[src/rtl/decode_issue.sv]
// Single-entry decode/issue stage: holds one pre-decoded instruction, blocks it
// while any register it touches has a pending write, and hands it downstream.
module decode_issue (
  input  logic        clk,
  input  logic        reset,
  input  logic        in_valid,
  output logic        in_ready,
  input  logic [15:0] in_pc,
  input  logic [2:0]  in_rs_adr,
  input  logic [2:0]  in_rd_adr,
  input  logic        in_rs_use,
  input  logic        in_rd_use,
  input  logic        in_regwrite,
  input  logic        in_from_mem,
  input  logic [23:0] register_invalid,
  input  logic        flush_decode,
  output logic        issue_valid,
  input  logic        issue_ready,
  output logic [15:0] issue_pc,
  output logic [2:0]  issue_rs_adr,
  output logic [2:0]  issue_rd_adr,
  output logic        regwrite_cur,
  output logic [2:0]  regwrite_adr_id,
  output logic        from_main_mem_id,
  output logic [15:0] stall_cnt
);

  typedef enum logic [1:0] {
    ST_EMPTY = 2'd0,
    ST_HELD  = 2'd1,
    ST_FLUSH = 2'd2
  } state_t;

  state_t      state_q, state_d;
  logic [15:0] pc_q, pc_d;
  logic [2:0]  rs_adr_q, rs_adr_d;
  logic [2:0]  rd_adr_q, rd_adr_d;
  logic        rs_use_q, rs_use_d;
  logic        rd_use_q, rd_use_d;
  logic        regwrite_q, regwrite_d;
  logic        from_mem_q, from_mem_d;
  logic [15:0] stall_cnt_q, stall_cnt_d;

  logic [7:0]  reg_busy;
  logic        hazard;
  logic        fire;
  logic        accept;

  // A register is busy while its pending-write counter is nonzero.
  generate
    for (genvar gi = 0; gi < 8; gi++) begin : g_busy
      assign reg_busy[gi] = |register_invalid[gi*3 +: 3];
    end
  endgenerate

  always_comb begin
    hazard = (rs_use_q & reg_busy[rs_adr_q])
           | (rd_use_q & reg_busy[rd_adr_q])
           | (regwrite_q & reg_busy[rd_adr_q]);
  end

  // Outputs are forced low while reset is held so nothing escapes in reset cycles.
  always_comb begin
    issue_valid = reset & (state_q == ST_HELD) & ~hazard & ~flush_decode;
    fire        = issue_valid & issue_ready;
    in_ready    = reset & ((state_q == ST_EMPTY) | fire) & ~flush_decode;
    accept      = in_valid & in_ready;
  end

  always_comb begin
    state_d     = state_q;
    pc_d        = pc_q;
    rs_adr_d    = rs_adr_q;
    rd_adr_d    = rd_adr_q;
    rs_use_d    = rs_use_q;
    rd_use_d    = rd_use_q;
    regwrite_d  = regwrite_q;
    from_mem_d  = from_mem_q;
    stall_cnt_d = stall_cnt_q;

    if (flush_decode) begin
      state_d = ST_FLUSH;
    end else begin
      case (state_q)
        ST_EMPTY: if (accept) state_d = ST_HELD;
        ST_HELD: begin
          if (fire) begin
            state_d = accept ? ST_HELD : ST_EMPTY;
          end else if (stall_cnt_q != 16'hFFFF) begin
            stall_cnt_d = stall_cnt_q + 16'd1;
          end
        end
        ST_FLUSH: state_d = ST_EMPTY;
        default:  state_d = ST_EMPTY;
      endcase
    end

    if (accept) begin
      pc_d       = in_pc;
      rs_adr_d   = in_rs_adr;
      rd_adr_d   = in_rd_adr;
      rs_use_d   = in_rs_use;
      rd_use_d   = in_rd_use;
      regwrite_d = in_regwrite;
      from_mem_d = in_from_mem;
    end
  end

  always_ff @(posedge clk) begin
    if (!reset) begin
      state_q     <= ST_EMPTY;
      pc_q        <= '0;
      rs_adr_q    <= '0;
      rd_adr_q    <= '0;
      rs_use_q    <= 1'b0;
      rd_use_q    <= 1'b0;
      regwrite_q  <= 1'b0;
      from_mem_q  <= 1'b0;
      stall_cnt_q <= '0;
    end else begin
      state_q     <= state_d;
      pc_q        <= pc_d;
      rs_adr_q    <= rs_adr_d;
      rd_adr_q    <= rd_adr_d;
      rs_use_q    <= rs_use_d;
      rd_use_q    <= rd_use_d;
      regwrite_q  <= regwrite_d;
      from_mem_q  <= from_mem_d;
      stall_cnt_q <= stall_cnt_d;
    end
  end

  always_comb begin
    issue_pc         = pc_q;
    issue_rs_adr     = rs_adr_q;
    issue_rd_adr     = rd_adr_q;
    regwrite_cur     = fire & regwrite_q;
    regwrite_adr_id  = rd_adr_q;
    from_main_mem_id = from_mem_q;
    stall_cnt        = stall_cnt_q;
  end

endmodule

[config.mk]
export PLATFORM = sky130hd
export DESIGN_NAME = decode_issue
export DESIGN_NICKNAME = d
export VERILOG_FILES = /design/src/rtl/decode_issue.sv
export SDC_FILE = /design/constraint.sdc
export NUM_CORES = 1
export LEC_CHECK = 0
export CAP_MARGIN = 20
export CORE_MARGIN = 10
export CORE_UTILIZATION = 37
export DETAILED_ROUTE_END_ITERATION = 16
export GPL_TIMING_DRIVEN = 0
export PLACE_DENSITY = 0.76
export SYNTH_ARGS = -nofsm -noshare
export SYNTH_HDL_FRONTEND = slang
export SYNTH_SLANG_ARGS = --single-unit
[constraint.sdc]
create_clock -name clk -period 2.1 [get_ports clk]
set_clock_uncertainty 0.15 [all_clocks]
set_input_delay 0.42 -clock clk [delete_from_list [all_inputs] [get_ports clk]]
set_output_delay 0.42 -clock clk [all_outputs]
set_load 0.1 [all_outputs]
==> results of run 1 <==
==> report_power, final <==
| group | leakage [nW] | total [mW] | switching, mW | internal [mW] |
|---|---|---|---|---|
| combinational | 1.09 | 0.524 | 0.326 | 0.198 |
| sequential | 0.371 | 0.871 | 0.0211 | 0.850 |
| clock | 0.0596 | 0.641 | 0.299 | 0.342 |
| total | 1.52 | 2.04 | 0.646 | 1.39 |
==> final cells by class <==
class	count	area (sq um)
clock buffers	7	108
well taps	72	90.1
inverters	5	18.8
plain buffers	18	153
fillers	441	1620
clock inverters	1	8.76
multi-input cells	197	1510
repair buffers	122	1170
flip-flops and latches	44	935
==> worst max path at each step <==
stage                               startpoint            to  slack, ps
after floorplan                issue_rd_adr[2]  regwrite_cur       -710
after global placement    register_invalid[22]      in_ready      -1880
after detailed placement  register_invalid[22]      in_ready      -1900
after CTS                      issue_rd_adr[2]  regwrite_cur       -400
after global routing           issue_rd_adr[2]  regwrite_cur       -430
final                          issue_rd_adr[0]  regwrite_cur       -360
==> logic make-up after synthesis <==
family / after synthesis / synth area share, %
buffers and inverters: 23 / 5.79
AO/OA/AOI/OAI: 57 / 17.3
AND/OR/NAND/NOR: 128 / 30.3
adder cells (fa/ha/maj): 1 / 0.574
multiplexers: 11 / 5.62
flip-flops: 44 / 40.4
==> state kept, by name, indices dropped and copies added, names as in the netlist <==
| signal | flops |
|---|---|
| from_main_mem_id | 1 |
| state_q | 2 |
| issue_rs_adr | 3 |
| rd_use_q | 1 |
| regwrite_q | 1 |
| issue_pc | 16 |
| rs_use_q | 1 |
| issue_rd_adr | 3 |
| stall_cnt | 16 |
==> critical path, stage by stage, from the launching register on <==
cell     delay [ps]
dfxtp_4         390
mux4_2          510
nor2_2          110
o22a_4          190
nor2_4           50
and3_4          170
buf_12          160
==> stage by stage <==
step,setup WS (ps),power (mW)
after floorplan,-706,1.19
after detailed placement,-1900,1.37
after global routing,-432,2.11
after global placement,-1880,1.37
final,-356,2.04
after CTS,-400,2.00
==> layout by cell type (no fill, tap or decap), types with 3 or more instances in the layout <==
cell type / count
nor2_1: 3
or4_1: 5
buf_2: 6
dfxtp_4: 11
clkdlybuf4s15_1: 28
nor3_2: 7
nand2b_1: 7
nor4_4: 5
clkdlybuf4s50_1: 28
clkbuf_16: 3
clkbuf_8: 6
mux2i_1: 10
dfxtp_1: 23
buf_6: 4
buf_8: 5
o31ai_2: 3
nand3_1: 31
buf_4: 21
dlygate4sd2_1: 12
dfxtp_2: 10
nand4_1: 3
buf_12: 4
o21ai_2: 21
clkbuf_1: 6
o21ai_1: 7
a21oi_1: 6
clkbuf_2: 16
nand2_1: 43
inv_1: 4
clkdlybuf4s15_2: 6
a21oi_2: 3
o31ai_1: 3
==> per-layer routing <==
layer  global-route usage (%)  vias to the layer above  share of wire (%)
met1                     15.0                     1146                 38
met2                     27.9                       52                 54
met3                     5.68                        4                6.6
li1                         -                     1211                  -
met5                        0                        -                  0
met4                     3.61                        0               0.82
==> repair_timing <==
| action | 4_1_cts | 5_1_grt |
|---|---|---|
| gates resized for setup | 162 | 82 |
| setup endpoints to repair | 87 | 76 |
| endpoints found under the hold margin | 0 | 0 |
| pin swaps | 17 | 11 |
| buffers inserted | 9 | 11 |
| cloned | 1 | 2 |
==> results.sh, run 1 <==
export IMPL_numClockSinks=44
export IMPL_number_of_drc_violations_after_detailed_routing=0
export IMPL_final_antenna_net_count=0
export IMPL_drv_max_cap_violation_count=0
export IMPL_drive_gt1_share_pct=40.9
export IMPL_sequential_share_of_the_synthesized_area_pct=40.4
export IMPL_startpoint_type="flip-flop"
export IMPL_yosysMostFrequentCell="dfxtp_1"
export IMPL_syn_area_per_cell_sq_um=8.26
export IMPL_synth_ff_type="dfxtp_1"
export IMPL_worstHoldStart="flush_decode"
export IMPL_number_of_nets_in_the_final_layout=449
export IMPL_synth_fp_nets=320
export IMPL_postSynth_asyncResetShare_pct=0
export IMPL_firstDrtPassIters=4
export IMPL_failed_checks="negative setup slack"
export IMPL_crit_path_max_fanout=6
export IMPL_grt_pass1_wl_um=12100
export IMPL_placement_rows=27
export IMPL_worst_r2r_endpoint="stall_cnt[11]"
export IMPL_clk_path_buf_depth=2
export IMPL_yosys_register_bits=44
export IMPL_worst_setup_path_end_kind="output pin"
export IMPL_gp_routability_congestion=0.770
export IMPL_timing_fmax_ghz=0.407
export IMPL_worst_hold_path_type="in2reg"
export IMPL_p_leak_nw=1.52
export IMPL_synth_enable_flop_cells=0
export IMPL_timing_reg2reg_setup_slack_ps=-310
export IMPL_timing_final_crit_period_ps=2460
export IMPL_area_growth_pct=82.9
export IMPL_total_of_hold_buffers_inserted_after_clock_tree_synthesis=0
export IMPL_cts_buffers_inserted=5
export IMPL_numPortBuffers=99
export IMPL_clkLatencyLatePin_ps=290
export IMPL_antenna_found_initial=0
export IMPL_max_slew_worst_pin_slew_ps=990
export IMPL_grtUsageTotal_pct=14.9
export IMPL_worst_hold_path_endpoint="state_q[1]"
export IMPL_first_global_vias=2463
export IMPL_clk_root_buffer_cell="clkbuf_8"
export IMPL_avgViaCountPerCell=5.18
export IMPL_tritoncts_clock_tree="done"
export IMPL_timing_final_crit_share_pct=117
export IMPL_final_max_slew_viol_count=0
export IMPL_p_per_area_nw_per_um2=510
export IMPL_max_slew_margin_rel_pct=34.2
export IMPL_htreeDepth=2
export IMPL_dpl_cell_count=435
export IMPL_setup_total_negative_slack_ps=-8790
export IMPL_setup_repair_after_global_routing_missed_its_margin="yes"
export IMPL_crit_type="reg2out"
export IMPL_clk_transition_reported_paths_ps=90
export IMPL_core_area_sq_um=5610
export IMPL_critical_path_reg2reg_startpoint="issue_rd_adr[0]"
export IMPL_worstPathRequired_ps=1530
export IMPL_finalWirelength_um=7930
export IMPL_detailedRoute_firstIterationViolations=54
export IMPL_power_ir_vdd_worst_mv=0.653
export IMPL_timing_final_hold_violations=0
export IMPL_final_hold_worst_slack_ps=281
export IMPL_instances_no_fill=466
export IMPL_timing_final_ws_setup_ps=-356
export IMPL_grt_max_degree=15
export IMPL_yosysTopAreaCellShare_pct=40.4
export IMPL_initial_utilization_pct=38.9
export IMPL_ios=100
export IMPL_die_x_um=96.8
export IMPL_outcome="finished, violations left"
export IMPL_synth_top_cells_by_area="dfxtp_1 (40%), nand2_1 (7.4%), nand3_1 (7.1%)"
export IMPL_wl_per_cell_um=17.0
export IMPL_grt_overflow=0
export IMPL_placedInstanceArea_sq_um=3450
export IMPL_synth_yosys_warnings=0
export IMPL_final_area_sq_um=3990
export IMPL_synthDominantAreaCellType="dfxtp_1"
export IMPL_design_die_area_sq_um=9370
export IMPL_die_h_um=96.8
export IMPL_antennaDiodeCount=0
export IMPL_final_core_utilization_pct=71.1
export IMPL_timing_reg2reg_worst_path_depth=9
export IMPL_synth_distinct_cells=42
export IMPL_postSynthCellCount=264
export IMPL_num_vias=2413
export IMPL_dp_hpwl_um=5510
export IMPL_synth_top_cells_by_count="dfxtp_1 (44), nand2_1 (43), nand3_1 (31)"
export IMPL_syn_area_sq_um=2180
export IMPL_data_arrival_time_of_the_critical_path_ps=1890
export IMPL_finalSetupViolations=45
export IMPL_timing_hold_worst_path_depth=2
No activity file was read; power rests on OpenSTA's default activity.
==> run 2, diff against run 1 <==
Settings changed: CAP_MARGIN 20 to default.
Clock period 2.1 ns to 2.25 ns, I/O delays scaled along.
==> run 2 against run 1 <==
Effect of this change:
- the flow still finishes with violations (negative setup slack)
- first-iteration DRC count up 19%
- cell count up 0.43%
- non-clock buffer count up 2
- global-route usage up 0.80 points
- design area down 0.35%
- register-to-register slack better by 110 ps
- worst hold slack better by 2.2 ps
- setup slack better by 63 ps
- critical path depth up 2
==> results.sh, run 2 (synthesized netlist as in run 1, its figures left out) <==
export IMPL_firstDrtPassIters=4
export IMPL_startpoint_type="primary input"
export IMPL_setup_repair_after_global_routing_missed_its_margin="yes"
export IMPL_timing_final_hold_violations=0
export IMPL_drv_max_cap_violation_count=0
export IMPL_worst_hold_path_endpoint="state_q[1]"
export IMPL_total_of_hold_buffers_inserted_after_clock_tree_synthesis=0
export IMPL_design_die_area_sq_um=9370
export IMPL_finalSetupViolations=19
export IMPL_die_x_um=96.8
export IMPL_placement_rows=27
export IMPL_numPortBuffers=99
export IMPL_final_area_sq_um=3980
export IMPL_detailedRoute_firstIterationViolations=64
export IMPL_pwr_share_comb_pct=24.9
export IMPL_numClockSinks=44
export IMPL_timing_fmax_ghz=0.393
export IMPL_p_switching_uw=613
export IMPL_timing_final_crit_share_pct=113
export IMPL_outcome="finished, violations left"
export IMPL_max_slew_worst_pin_slew_ps=995
export IMPL_finalWirelength_um=8130
export IMPL_p_leak_nw=1.61
export IMPL_mostFrequentLayoutCell="nand2_1"
export IMPL_seq_power_share_pct=42.9
export IMPL_worstPathRequired_ps=1650
export IMPL_power_share_switching_pct=32.3
export IMPL_first_global_vias=2480
export IMPL_grt_pass1_wl_um=12500
export IMPL_clock_power_share_pct=32.2
export IMPL_grt_max_degree=15
export IMPL_die_h_um=96.8
export IMPL_clk_path_buf_depth=2
export IMPL_number_of_drc_violations_after_detailed_routing=0
export IMPL_final_core_utilization_pct=70.9
export IMPL_wl_per_cell_um=17.4
export IMPL_max_slew_margin_rel_pct=33.9
export IMPL_critPathMaxStageDelay_ps=290
export IMPL_timing_final_crit_period_ps=2540
export IMPL_cts_buffers_inserted=5
export IMPL_filler_cell_count=449
export IMPL_timing_final_ws_setup_ps=-293
export IMPL_area_growth_pct=82.3
export IMPL_crit_path_cell_trace="dlygate4sd2_1 > nor3_2 > mux4_2 > nor2_4 > o22a_4 > nor2_4 > and3_4 > buf_12"
export IMPL_data_arrival_time_of_the_critical_path_ps=1940
export IMPL_failed_checks="negative setup slack"
export IMPL_htreeDepth=2
export IMPL_tritoncts_clock_tree="done"
export IMPL_num_vias=2472
export IMPL_number_of_nets_in_the_final_layout=451
export IMPL_ios=100
export IMPL_clkLatencyLatePin_ps=310
export IMPL_final_max_slew_viol_count=0
export IMPL_core_area_sq_um=5610
export IMPL_crit_path_top_delay_cell="mux4_2"
export IMPL_internal_power_mw=1.28
export IMPL_worst_setup_path_end_kind="output pin"
export IMPL_worstHoldStart="flush_decode"
export IMPL_avgViaCountPerCell=5.28
export IMPL_power_ir_vdd_worst_mv=0.530
export IMPL_final_antenna_net_count=0
export IMPL_grtUsageTotal_pct=15.7
export IMPL_critical_path_reg2reg_startpoint="issue_rd_adr[0]"
export IMPL_timing_reg2reg_worst_path_depth=8
export IMPL_worst_hold_path_type="in2reg"
export IMPL_post_place_ws_ps=-1760
export IMPL_grt_overflow=0
export IMPL_crit_type="in2out"
export IMPL_gp_routability_congestion=0.797
export IMPL_crit_path_max_fanout=3
export IMPL_p_per_area_nw_per_um2=477
export IMPL_commonest_cells_after_routing_fill_and_taps_aside="nand2_1 (43), dlygate4sd2_1 (41), nand3_1 (31)"
export IMPL_clk_transition_reported_paths_ps=80
export IMPL_drive_gt1_share_pct=38.4
export IMPL_placedInstanceArea_sq_um=3410
export IMPL_initial_utilization_pct=38.9
export IMPL_cp_common_cell="nor2_4"
export IMPL_antennaDiodeCount=0
export IMPL_antenna_found_initial=0
export IMPL_setup_total_negative_slack_ps=-2440
export IMPL_final_hold_worst_slack_ps=284
export IMPL_timing_reg2reg_setup_slack_ps=-200
export IMPL_worst_r2r_endpoint="stall_cnt[7]"
export IMPL_clk_root_buffer_cell="clkbuf_8"
export IMPL_timing_hold_worst_path_depth=2
export IMPL_dp_hpwl_um=5520
run 2: changes by cell type in the layout (fill, tap and decap cells not counted), sizes merged:
cell | previous run | this run
buf | 40 | 41
dlygate4sd2 | 12 | 41
bufbuf | 1 | 0
clkbuf | 31 | 26
clkdlybuf4s15 | 34 | 12
run 2: power by group through the flow:
stage	Sequential [mW]	Clock (mW)	Combinational (mW)
CTS	0.813	0.621	0.448
detailed placement	0.833	0	0.444
finish	0.814	0.611	0.472
global route	0.818	0.650	0.497
floorplan	0.976	0	0.130
global placement	0.831	0	0.442
run 2: area by class of cell:
class / count / area (sq um) / share of cell area [%]
multi-input combinational: 197 / 1540 / 38.7
timing repair buffer: 124 / 1140 / 28.6
sequential: 44 / 931 / 23.4
buffer: 18 / 145 / 3.65
clock buffer: 7 / 108 / 2.71
tap: 72 / 90.1 / 2.27
inverter: 5 / 18.8 / 0.472
clock inverter: 1 / 8.76 / 0.220
run 2: worst max path at each step:
| stage | startpoint | endpoint | slack [ps] | cells after the start |
|---|---|---|---|---|
| 2_1_floorplan | issue_rd_adr[2] | regwrite_cur | -590 | 6 |
| 5_1_grt | issue_rd_adr[0] | regwrite_cur | -350 | 6 |
| 6_report | register_invalid[15] | regwrite_cur | -290 | 8 |
| 3_3_place_gp | register_invalid[22] | in_ready | -1740 | 8 |
| 4_1_cts | issue_rd_adr[2] | in_ready | -300 | 7 |
| 3_5_place_dp | register_invalid[4] | in_ready | -1760 | 8 |
run 2: stage by stage:
stage,power (mW),std cells
3_3_place_gp,1.27,435
6_report,1.90,468
2_1_floorplan,1.11,264
5_1_grt,1.96,468
4_1_cts,1.88,458
3_5_place_dp,1.28,435
run 2: worst max-delay path, delay by kind of cell:
family	cells	cell delay [ps]
buf+inv	2	410
mux	1	290
simple gates	4	550
compound gates	1	240
run 2: layer usage:
layer | vias to the layer above | GRT usage [%] | wire length (um)
li1 | 1215 | - | -
met1 | 1168 | 15.9 | 3100
met2 | 76 | 28.3 | 4280
met3 | 13 | 6.67 | 597
met4 | 0 | 4.85 | 160
met5 | - | 0 | 0
run 2: repair_timing:
| item | 4_1_cts | 5_1_grt |
|---|---|---|
| gates cloned | 2 | 3 |
| endpoints found under the setup margin | 87 | 45 |
| buffers inserted | 13 | 8 |
| pin swaps | 17 | 18 |
| resized for setup | 142 | 69 |
